==> src/rtl/mbscore_alu_issue_if.sv <==
// Bundle of the instruction, register-file, ALU and writeback signals around the
// ALU issue block. slave is the issue block's view, master the surrounding core's.
interface mbscore_alu_issue_if #(
    parameter int DATA_WIDTH   = 32,
    parameter int ALU_OP_WIDTH = 4
) ();
    logic                    instr_valid;
    logic [31:0]             instr;
    logic                    instr_ready;
    logic [4:0]              rs_addr;
    logic [4:0]              rt_addr;
    logic [DATA_WIDTH-1:0]   rs_data;
    logic [DATA_WIDTH-1:0]   rt_data;
    logic                    alu_start;
    logic [DATA_WIDTH-1:0]   alu_in_a;
    logic [DATA_WIDTH-1:0]   alu_in_b;
    logic [ALU_OP_WIDTH-1:0] alu_op_type;
    logic [DATA_WIDTH-1:0]   alu_out;
    logic                    wb_valid;
    logic [4:0]              wb_addr;
    logic [DATA_WIDTH-1:0]   wb_data;
    logic                    wb_ready;
    logic                    illegal_instr;

    modport slave (
        input  instr_valid, instr, rs_data, rt_data, alu_out, wb_ready,
        output instr_ready, rs_addr, rt_addr, alu_start, alu_in_a, alu_in_b,
               alu_op_type, wb_valid, wb_addr, wb_data, illegal_instr
    );

    modport master (
        output instr_valid, instr, rs_data, rt_data, alu_out, wb_ready,
        input  instr_ready, rs_addr, rt_addr, alu_start, alu_in_a, alu_in_b,
               alu_op_type, wb_valid, wb_addr, wb_data, illegal_instr
    );
endinterface

==> src/rtl/mbscore_alu_issue.sv <==
// Four-state MIPS ALU issue sequencer: accept, decode and read operands, issue to
// the ALU for one cycle, then hold the result on the writeback port until taken.
module mbscore_alu_issue #(
    parameter int DATA_WIDTH   = 32,
    parameter int ALU_OP_WIDTH = 4
) (
    input logic                clk,
    input logic                rst_n,
    mbscore_alu_issue_if.slave bus
);
    localparam logic [1:0] S_IDLE   = 2'd0;
    localparam logic [1:0] S_DECODE = 2'd1;
    localparam logic [1:0] S_EXEC   = 2'd2;
    localparam logic [1:0] S_WB     = 2'd3;

    localparam logic [ALU_OP_WIDTH-1:0] OP_ADD  = ALU_OP_WIDTH'(0);
    localparam logic [ALU_OP_WIDTH-1:0] OP_ADDU = ALU_OP_WIDTH'(1);
    localparam logic [ALU_OP_WIDTH-1:0] OP_SUB  = ALU_OP_WIDTH'(2);
    localparam logic [ALU_OP_WIDTH-1:0] OP_SUBU = ALU_OP_WIDTH'(3);
    localparam logic [ALU_OP_WIDTH-1:0] OP_AND  = ALU_OP_WIDTH'(4);
    localparam logic [ALU_OP_WIDTH-1:0] OP_OR   = ALU_OP_WIDTH'(5);
    localparam logic [ALU_OP_WIDTH-1:0] OP_XOR  = ALU_OP_WIDTH'(6);
    localparam logic [ALU_OP_WIDTH-1:0] OP_NOR  = ALU_OP_WIDTH'(7);
    localparam logic [ALU_OP_WIDTH-1:0] OP_SLL  = ALU_OP_WIDTH'(8);
    localparam logic [ALU_OP_WIDTH-1:0] OP_SRL  = ALU_OP_WIDTH'(9);
    localparam logic [ALU_OP_WIDTH-1:0] OP_SRA  = ALU_OP_WIDTH'(10);
    localparam logic [ALU_OP_WIDTH-1:0] OP_LT   = ALU_OP_WIDTH'(13);
    localparam logic [ALU_OP_WIDTH-1:0] OP_LTU  = ALU_OP_WIDTH'(14);

    logic [1:0]              state_q,   state_d;
    logic [31:0]             instr_q,   instr_d;
    logic [4:0]              rs_addr_q, rs_addr_d;
    logic [4:0]              rt_addr_q, rt_addr_d;
    logic [4:0]              dest_q,    dest_d;
    logic [DATA_WIDTH-1:0]   alu_a_q,   alu_a_d;
    logic [DATA_WIDTH-1:0]   alu_b_q,   alu_b_d;
    logic [DATA_WIDTH-1:0]   wb_data_q, wb_data_d;
    logic [ALU_OP_WIDTH-1:0] alu_op_q,  alu_op_d;
    logic                    illegal_q, illegal_d;

    // One decoder serves both the legality check at accept and the operand latch in DECODE.
    logic [31:0]             dec_word;
    logic [5:0]              opcode, funct;
    logic [15:0]             imm;
    logic                    dec_legal;
    logic [ALU_OP_WIDTH-1:0] dec_op;
    logic [DATA_WIDTH-1:0]   dec_a, dec_b;
    logic [4:0]              dec_dest;

    assign dec_word = (state_q == S_IDLE) ? bus.instr : instr_q;
    assign opcode   = dec_word[31:26];
    assign funct    = dec_word[5:0];
    assign imm      = dec_word[15:0];

    // NOTE: every output of a combinational block gets a default first, otherwise
    // a path that skips an assignment infers a latch.
    always_comb begin
        dec_legal = 1'b1;
        dec_op    = OP_ADD;
        dec_a     = bus.rs_data;
        dec_b     = bus.rt_data;
        dec_dest  = dec_word[20:16];
        case (opcode)
            6'h00: begin
                dec_dest = dec_word[15:11];
                case (funct)
                    6'h20: dec_op = OP_ADD;
                    6'h21: dec_op = OP_ADDU;
                    6'h22: dec_op = OP_SUB;
                    6'h23: dec_op = OP_SUBU;
                    6'h24: dec_op = OP_AND;
                    6'h25: dec_op = OP_OR;
                    6'h26: dec_op = OP_XOR;
                    6'h27: dec_op = OP_NOR;
                    6'h2A: dec_op = OP_LT;
                    6'h2B: dec_op = OP_LTU;
                    6'h00, 6'h02, 6'h03, 6'h04, 6'h06, 6'h07: begin
                        dec_a  = bus.rt_data;
                        dec_b  = funct[2] ? DATA_WIDTH'(bus.rs_data[4:0])
                                          : DATA_WIDTH'(dec_word[10:6]);
                        dec_op = (funct[1:0] == 2'b00) ? OP_SLL :
                                 (funct[1:0] == 2'b10) ? OP_SRL : OP_SRA;
                    end
                    default: dec_legal = 1'b0;
                endcase
            end
            6'h08: begin dec_op = OP_ADD;  dec_b = {{(DATA_WIDTH-16){imm[15]}}, imm}; end
            6'h09: begin dec_op = OP_ADDU; dec_b = {{(DATA_WIDTH-16){imm[15]}}, imm}; end
            6'h0A: begin dec_op = OP_LT;   dec_b = {{(DATA_WIDTH-16){imm[15]}}, imm}; end
            6'h0B: begin dec_op = OP_LTU;  dec_b = {{(DATA_WIDTH-16){imm[15]}}, imm}; end
            6'h0C: begin dec_op = OP_AND;  dec_b = DATA_WIDTH'(imm); end
            6'h0D: begin dec_op = OP_OR;   dec_b = DATA_WIDTH'(imm); end
            6'h0E: begin dec_op = OP_XOR;  dec_b = DATA_WIDTH'(imm); end
            6'h0F: begin
                dec_op = OP_OR;
                dec_a  = DATA_WIDTH'({imm, 16'h0000});
                dec_b  = '0;
            end
            default: dec_legal = 1'b0;
        endcase
    end

    always_comb begin
        state_d   = state_q;
        instr_d   = instr_q;
        rs_addr_d = rs_addr_q;
        rt_addr_d = rt_addr_q;
        dest_d    = dest_q;
        alu_a_d   = alu_a_q;
        alu_b_d   = alu_b_q;
        alu_op_d  = alu_op_q;
        wb_data_d = wb_data_q;
        illegal_d = 1'b0;
        case (state_q)
            S_IDLE: begin
                if (bus.instr_valid) begin
                    instr_d = bus.instr;
                    if (dec_legal) begin
                        rs_addr_d = dec_word[25:21];
                        rt_addr_d = dec_word[20:16];
                        state_d   = S_DECODE;
                    end else begin
                        illegal_d = 1'b1;
                    end
                end
            end
            S_DECODE: begin
                alu_a_d  = dec_a;
                alu_b_d  = dec_b;
                alu_op_d = dec_op;
                dest_d   = dec_dest;
                state_d  = S_EXEC;
            end
            S_EXEC: begin
                wb_data_d = bus.alu_out;
                state_d   = (dest_q == 5'd0) ? S_IDLE : S_WB;
            end
            default: begin
                if (bus.wb_ready) state_d = S_IDLE;
            end
        endcase
    end

    // NOTE: sequential state uses non-blocking assignments so every flop samples
    // the pre-edge value of every other flop.
    always_ff @(posedge clk or negedge rst_n) begin
        if (!rst_n) begin
            state_q   <= S_IDLE;
            instr_q   <= '0;
            rs_addr_q <= '0;
            rt_addr_q <= '0;
            dest_q    <= '0;
            alu_a_q   <= '0;
            alu_b_q   <= '0;
            alu_op_q  <= '0;
            wb_data_q <= '0;
            illegal_q <= 1'b0;
        end else begin
            state_q   <= state_d;
            instr_q   <= instr_d;
            rs_addr_q <= rs_addr_d;
            rt_addr_q <= rt_addr_d;
            dest_q    <= dest_d;
            alu_a_q   <= alu_a_d;
            alu_b_q   <= alu_b_d;
            alu_op_q  <= alu_op_d;
            wb_data_q <= wb_data_d;
            illegal_q <= illegal_d;
        end
    end

    assign bus.instr_ready   = (state_q == S_IDLE);
    assign bus.alu_start     = (state_q == S_EXEC);
    assign bus.wb_valid      = (state_q == S_WB);
    assign bus.rs_addr       = rs_addr_q;
    assign bus.rt_addr       = rt_addr_q;
    assign bus.alu_in_a      = alu_a_q;
    assign bus.alu_in_b      = alu_b_q;
    assign bus.alu_op_type   = alu_op_q;
    assign bus.wb_addr       = dest_q;
    assign bus.wb_data       = wb_data_q;
    assign bus.illegal_instr = illegal_q;
endmodule

==> src/flat_wrapper.sv <==
// flat-port wrapper written by rule: the top's interface ports become plain ports
module mbscore_alu_issue_flat 
#(
    parameter int DATA_WIDTH   = 32,
    parameter int ALU_OP_WIDTH = 4
)
  (clk, rst_n, bus_instr_valid, bus_instr, bus_rs_data, bus_rt_data, bus_alu_out, bus_wb_ready, bus_instr_ready, bus_rs_addr, bus_rt_addr, bus_alu_start, bus_alu_in_a, bus_alu_in_b, bus_alu_op_type, bus_wb_valid, bus_wb_addr, bus_wb_data, bus_illegal_instr);
  mbscore_alu_issue_if #(.DATA_WIDTH(DATA_WIDTH), .ALU_OP_WIDTH(ALU_OP_WIDTH)) bus_i ();
  input logic clk;
  input logic rst_n;
  input wire logic [$bits(bus_i.instr_valid)-1:0] bus_instr_valid;
  input wire logic [$bits(bus_i.instr)-1:0] bus_instr;
  input wire logic [$bits(bus_i.rs_data)-1:0] bus_rs_data;
  input wire logic [$bits(bus_i.rt_data)-1:0] bus_rt_data;
  input wire logic [$bits(bus_i.alu_out)-1:0] bus_alu_out;
  input wire logic [$bits(bus_i.wb_ready)-1:0] bus_wb_ready;
  output wire logic [$bits(bus_i.instr_ready)-1:0] bus_instr_ready;
  output wire logic [$bits(bus_i.rs_addr)-1:0] bus_rs_addr;
  output wire logic [$bits(bus_i.rt_addr)-1:0] bus_rt_addr;
  output wire logic [$bits(bus_i.alu_start)-1:0] bus_alu_start;
  output wire logic [$bits(bus_i.alu_in_a)-1:0] bus_alu_in_a;
  output wire logic [$bits(bus_i.alu_in_b)-1:0] bus_alu_in_b;
  output wire logic [$bits(bus_i.alu_op_type)-1:0] bus_alu_op_type;
  output wire logic [$bits(bus_i.wb_valid)-1:0] bus_wb_valid;
  output wire logic [$bits(bus_i.wb_addr)-1:0] bus_wb_addr;
  output wire logic [$bits(bus_i.wb_data)-1:0] bus_wb_data;
  output wire logic [$bits(bus_i.illegal_instr)-1:0] bus_illegal_instr;
  assign bus_i.instr_valid = bus_instr_valid;
  assign bus_i.instr = bus_instr;
  assign bus_i.rs_data = bus_rs_data;
  assign bus_i.rt_data = bus_rt_data;
  assign bus_i.alu_out = bus_alu_out;
  assign bus_i.wb_ready = bus_wb_ready;
  assign bus_instr_ready = bus_i.instr_ready;
  assign bus_rs_addr = bus_i.rs_addr;
  assign bus_rt_addr = bus_i.rt_addr;
  assign bus_alu_start = bus_i.alu_start;
  assign bus_alu_in_a = bus_i.alu_in_a;
  assign bus_alu_in_b = bus_i.alu_in_b;
  assign bus_alu_op_type = bus_i.alu_op_type;
  assign bus_wb_valid = bus_i.wb_valid;
  assign bus_wb_addr = bus_i.wb_addr;
  assign bus_wb_data = bus_i.wb_data;
  assign bus_illegal_instr = bus_i.illegal_instr;
  mbscore_alu_issue #(.DATA_WIDTH(DATA_WIDTH), .ALU_OP_WIDTH(ALU_OP_WIDTH)) u_core (.clk(clk), .rst_n(rst_n), .bus(bus_i));
endmodule
==> config.mk <==
export PLATFORM = sky130hd
export DESIGN_NAME = mbscore_alu_issue_flat
export DESIGN_NICKNAME = d
export VERILOG_FILES = /design/src/rtl/mbscore_alu_issue_if.sv /design/src/rtl/mbscore_alu_issue.sv /design/src/flat_wrapper.sv
export SDC_FILE = /design/constraint.sdc
export NUM_CORES = 1
export LEC_CHECK = 0
export ABC_CLOCK_PERIOD_IN_PS = 2700
export CORE_MARGIN = 3
export CORE_UTILIZATION = 45
export DETAILED_ROUTE_END_ITERATION = 10
export GPL_ROUTABILITY_DRIVEN = 0
export PLACE_DENSITY_LB_ADDON = 0.3
export SETUP_SLACK_MARGIN = 0.05
export SLEW_MARGIN = 40
export SYNTH_ARGS = -nofsm -noshare
export SYNTH_HDL_FRONTEND = slang
export SYNTH_SLANG_ARGS = --single-unit
export TNS_END_PERCENT = 100
==> constraint.sdc <==
create_clock -name clk -period 2.7 [get_ports clk]
set_input_delay 0.675 -clock clk [delete_from_list [all_inputs] [get_ports clk]]
set_output_delay 0.675 -clock clk [all_outputs]
set_load 0.1 [all_outputs]
Word level (Yosys, flattened, before mapping). Cells that the tools add are included. Widths: inputs -> output; s select.

Multiply operators: 0. Mux-type cells: 21. Shifts and indexed selects: 0. Reduce and logical (&&, ||, !) cells: 15. Equality and inequality tests: 29. $lt $le $gt $ge: 0. Div/mod/pow operators: 0. $add $sub $neg: 0. Bitwise operators: 0.

Operators with widths (count): $pmux 32 s4 (1); $mux 32 (3); $pmux 32 s2 (1); $eq 6x6->1 const B (10); $eq 6x4->1 const B (8); $pmux 4 s10 (1); $pmux 4 s7 (1); $eq 6x3->1 const B (3); $reduce_or 16->1 (1); $eq 6x2->1 const B (2); $logic_not 6->1 (2); $mux 2 (5); $mux 5 (2); $reduce_or 8->1 (1); $eq 2x2->1 const B (3); $pmux 2 s3 (1); $reduce_and 3->1 (2); $reduce_or 6->1 (1); $logic_not 5->1 (1); $logic_not 2->1 (2); $mux 1 (4); $mux 4 (1); $reduce_bool 4->1 (1); $reduce_or 4->1 (1); other kinds (7) (7).

Input bits: 132. Memories kept: 0. ROM bits: 0. Bits in latches: 0. Logic and storage cells: 75. Output and inout bits: 119. Register bits: 150. RAM bits: 0.

Depth between registers and ports, before layout. Gate-level depths: netlist of run 1.

Depth after elaboration: 9. Mapped depth: 11. Mapped depth without buffers: 7.

Worst setup path before layout of run 1. Ideal clock, no wire load.

Path type: flip-flop to output port. Start: reg u_core.state_q[1]. End: out bus_alu_start. Cell stages (with the launch flop): 6. Arrival: 2299 ps. Required time: 2025 ps. Path buffers: 4. Path slack: -274 ps. Path through: dfrtp_1 -> clkbuf_1 -> clkbuf_1 -> nor2b_1 -> clkbuf_1 -> clkbuf_1.

Word-level cells in the longest chain between the ends: 1.

RTL lines: start, declared (RTL line mbscore_alu_issue.sv:30) `logic [1:0] state_q, state_d;`; start signal, assigned (RTL line mbscore_alu_issue.sv:159) `state_q <= state_d;`; $eq 2x2->1 (RTL line mbscore_alu_issue.sv:173) `assign bus.alu_start = (state_q == S_EXEC);`; end, declared (RTL line flat_wrapper.sv:20) `output wire logic [$bits(bus_i.alu_start)-1:0] bus_alu_start;`.

Every way passes these cells.

Worst setup path after layout of run 1.
Start: in bus_instr[30]. End: reg u_core.alu_b_q[6] (netlist: u_core.bus.alu_in_b[6]).

Word-level cells in the longest chain between the ends: 4. Elaborated cells between the ends (all ways): 13. Classes of those cells: eq/ne: 8; mux: 2; reduce/logical: 3.

RTL lines: start, declared (RTL line flat_wrapper.sv:12) `input wire logic [$bits(bus_i.instr)-1:0] bus_instr;`; $mux 32 (*) (RTL line mbscore_alu_issue.sv:50) `assign dec_word = (state_q == S_IDLE) ? bus.instr : instr_q;`; $eq 6x4->1 (RTL line mbscore_alu_issue.sv:63) `case (opcode)`; $reduce_or 4->1 (no line) or $reduce_or 3->1 (tied branches); $pmux 32 s4 (*) (RTL line mbscore_alu_issue.sv:63); end signal, assigned (RTL line mbscore_alu_issue.sv:165) `alu_b_q <= alu_b_d;`; end, declared (RTL line mbscore_alu_issue.sv:36) `logic [DATA_WIDTH-1:0] alu_b_q, alu_b_d;`.

Every way passes the cells marked *; elsewhere a longest branch is shown, timed or not. A chain may end at the register's enable or synchronous reset.

==> summary.txt, run 1 <==
Outcome = finished, final reports clean
Iteration-0 DRC Markers = 508
Max cap viols = 0
Total gr overflow = 0
RR Startpoint = u_core.state_q[0]$_DFFE_PN0P_
FF+latch count, synth = 145
TritonCTS buffer count = 17
Seq/Total Area, Yosys = 0.529
Nets = 1139
Worst Setup End Kind = flop
Number of global-route vias before repair = 6427
Clk buf depth = 2
Fin crit period = 2.58 ns
H-tree levels = 4
DRC violations left = 0
Layout cells sized above 1 = 0.262
CTS tree = yes
Initial antenna violation count = 1
Hpwl dp = 17.0 mm
GRT Total Usage = 0.267
Die Y = 129 µm
IO Port Bufs = 250
Period utilization = 0.955
Critical Path AT = 2.88 ns
Clk sink count = 145
Num ports = 251
WHS = 0.182 ns
Post-DRT Antenna Nets = 0
Endpoints failing setup = 0
Reg2reg end = u_core.bus.alu_in_b[6]$_DFFE_PN0P_
Syn. warnings = 0
Routed WL = 23.1 mm
Die Area = 0.0168 mm²
R2r setup slk = 0.17 ns
Cells after Synth = 727
First-pass GRT wire length = 34.3 mm
Post-synth cell types = 61
Core area = 0.0147 mm²
Slew Limit Headroom = 0.498
CP required = 3.00 ns
Commonest non-fill, non-tap cell in the layout = buf_4
HP Class = primary input to asynchronous set/reset pin
Clk Latency, worst-skew pair = 0.42 ns
Antenna diode count = 0
CP Max Fanout = 6
Setup Skew = 0.0104 ns
Initial core utilization = 0.466
Kind of critical path = primary input to flop
Final Slew Violations = 0
FFs w/ async S/R, synth = 1.00
Cell row count = 44
Slew of the pin with the lowest slew margin = 0.745 ns
Area Overhead vs Synth = 49.5%
Largest net degree at the start of global routing = 62
Dominant synthesized flop cell = dfrtp_1
DRT Pass-1 Iters = 5
Post-synthesis net count = 859
Clock transition at path regs = 0.07 ns
Post-Synthesis Cell Area = 0.00686 mm²
Placed cell areas = 0.00960 mm²
Via density = 5.56
Post-route cell area = 0.0102 mm²
Routed wire length per instance = 19.2 µm
Via count = 6691
Final Hold Fails = 0
Max Clock Freq = 388 MHz
Cell count of the worst reg-to-reg path = 9
Setup Total Neg Slack = 0 ns
Clock Tree Root = clkbuf_16
Chip Width = 129 µm
RSZ-0062 raised after global routing = true
Most frequent cells in the layout = 172 x buf_4, 169 x nand2_1, 145 x dfrtp_1, 130 x clkdlybuf4s50_1, 83 x nor2_1
Avg Inst Size Synth = 9.43 µm²
Post-synth EDFFs = 0
Worst setup SP type = primary input
-- cell type report --
cell class,count,area (µm²)
fill,1148,4450
sequential,145,3630
multi-input combinational,526,2990
timing repair buffer,311,2760
clock buffer,20,457
tap,184,230
clock inverter,12,155
inverter,6,23.8
-- metal layers --
layer / wire length, µm / vias to the layer above / global-route usage
met5: 13 / - / 0
met4: 577 / 2 / 0.105
met3: 1900 / 50 / 0.0602
met2: 11200 / 298 / 0.434
met1: 9360 / 3234 / 0.350
li1: - / 3107 / -
-- worst max-delay path, stage by stage --
cell and delay, ns:
clkdlybuf4s50_1 0.43, or4_4 0.49, buf_4 0.15, o31ai_2 0.12
and2_1 0.37, a21oi_4 0.11, buf_4 0.15, a221oi_1 0.31
nor2_1 0.07
-- cells in the mapped netlist (2+ instances only) --
| master | count | area [µm²] |
|---|---|---|
| buf_4 | 5 | 37.5 |
| nor4b_1 | 2 | 17.5 |
| a2111oi_1 | 3 | 30.0 |
| a32oi_1 | 2 | 17.5 |
| buf_6 | 3 | 33.8 |
| mux2i_1 | 8 | 80.1 |
| buf_1 | 5 | 18.8 |
| o31a_1 | 2 | 17.5 |
| nor3_1 | 3 | 15.0 |
| nor4_1 | 3 | 18.8 |
| nor2_1 | 83 | 312 |
| o31ai_2 | 2 | 25.0 |
| mux2_1 | 10 | 113 |
| and3_1 | 2 | 12.5 |
| mux2_2 | 35 | 394 |
| buf_2 | 7 | 35.0 |
| nand2b_1 | 2 | 12.5 |
| nand2_1 | 169 | 634 |
| nand3_1 | 33 | 165 |
| inv_1 | 5 | 18.8 |
| o211ai_1 | 4 | 30.0 |
| a221oi_1 | 14 | 123 |
| a21oi_1 | 46 | 230 |
| and2_1 | 4 | 25.0 |
| dfrtp_1 | 145 | 3630 |
| o21ai_1 | 17 | 85.1 |
| o21ai_0 | 8 | 40.0 |
| a22oi_1 | 5 | 37.5 |
| clkbuf_1 | 31 | 116 |
| a31oi_1 | 35 | 219 |
| nor2b_1 | 4 | 25.0 |
-- registers in the layout (all words and copies together), names as in the netlist --
signal and count:
u_core.bus.alu_in_b 32, u_core.bus.wb_addr 5, u_core.bus.alu_op_type 4, u_core.bus.alu_in_a 32
u_core.bus.rs_addr 5, u_core.state_q 2, u_core.bus.wb_data 32, u_core.instr_q 27
u_core.bus.rt_addr 5, u_core.bus.illegal_instr 1
-- what timing repair did --
action	in CTS	in global routing
endpoints found under the setup margin	0	27
buffers inserted	0	3
hold buffers	0	0
gates resized for setup	0	3
-- worst max path at each step --
stage	start	endpoint	slack, ns	cells after the start
after floorplan	u_core.state_q[1]$_DFFE_PN0P_	bus_instr_ready	0.12	6
after global placement	bus_instr[30]	u_core.bus.alu_op_type[1]$_DFFE_PN0P_	-0.18	7
after detailed placement	bus_instr[30]	u_core.bus.alu_in_a[17]$_DFFE_PN0P_	-0.21	8
after CTS	u_core.state_q[1]$_DFFE_PN0P_	bus_instr_ready	0.13	4
after global routing	u_core.state_q[1]$_DFFE_PN0P_	u_core.bus.alu_in_b[27]$_DFFE_PN0P_	0.03	8
final	bus_instr[30]	u_core.bus.alu_in_b[6]$_DFFE_PN0P_	0.12	9
-- cells by family (layout without fill, tap and decap cells) --
logic type | after synthesis | in the layout | synth area share
and+or+nand+nor | 321 | 321 | 0.203
muxes | 53 | 53 | 0.0856
xor gates and xnor gates | 1 | 1 | 0.00128
AOI/OAI and AO/OA | 150 | 151 | 0.142
DFF | 145 | 145 | 0.529
buffers and inverters | 57 | 349 | 0.0385
-- through the flow --
| step | util | instances | setup WS [ns] |
|---|---|---|---|
| final | 0.697 | 1204 | 0.123 |
| after floorplan | - | 727 | 0.122 |
| after global placement | 0.653 | 1168 | -0.179 |
| after CTS | 0.695 | 1200 | 0.128 |
| after detailed placement | 0.653 | 1168 | -0.209 |
| after global routing | 0.697 | 1204 | 0.0272 |
Power of run 1 is left out: the tool's default activity adds up to more than one toggle a clock period on the data nets, which glitch-free logic cannot reach.
==> run 2, diff against run 1 <==
--- a/config.mk
+++ b/config.mk
@@ -9,7 +9,6 @@
 export CORE_MARGIN = 3
 export CORE_UTILIZATION = 45
 export DETAILED_ROUTE_END_ITERATION = 10
-export GPL_ROUTABILITY_DRIVEN = 0
 export PLACE_DENSITY_LB_ADDON = 0.3
 export SETUP_SLACK_MARGIN = 0.05
 export SLEW_MARGIN = 40
==> results of run 2 <==
No change in the layout: final DEF, timing and power equal those of run 1.
Power of run 2 is left out for the same reason.
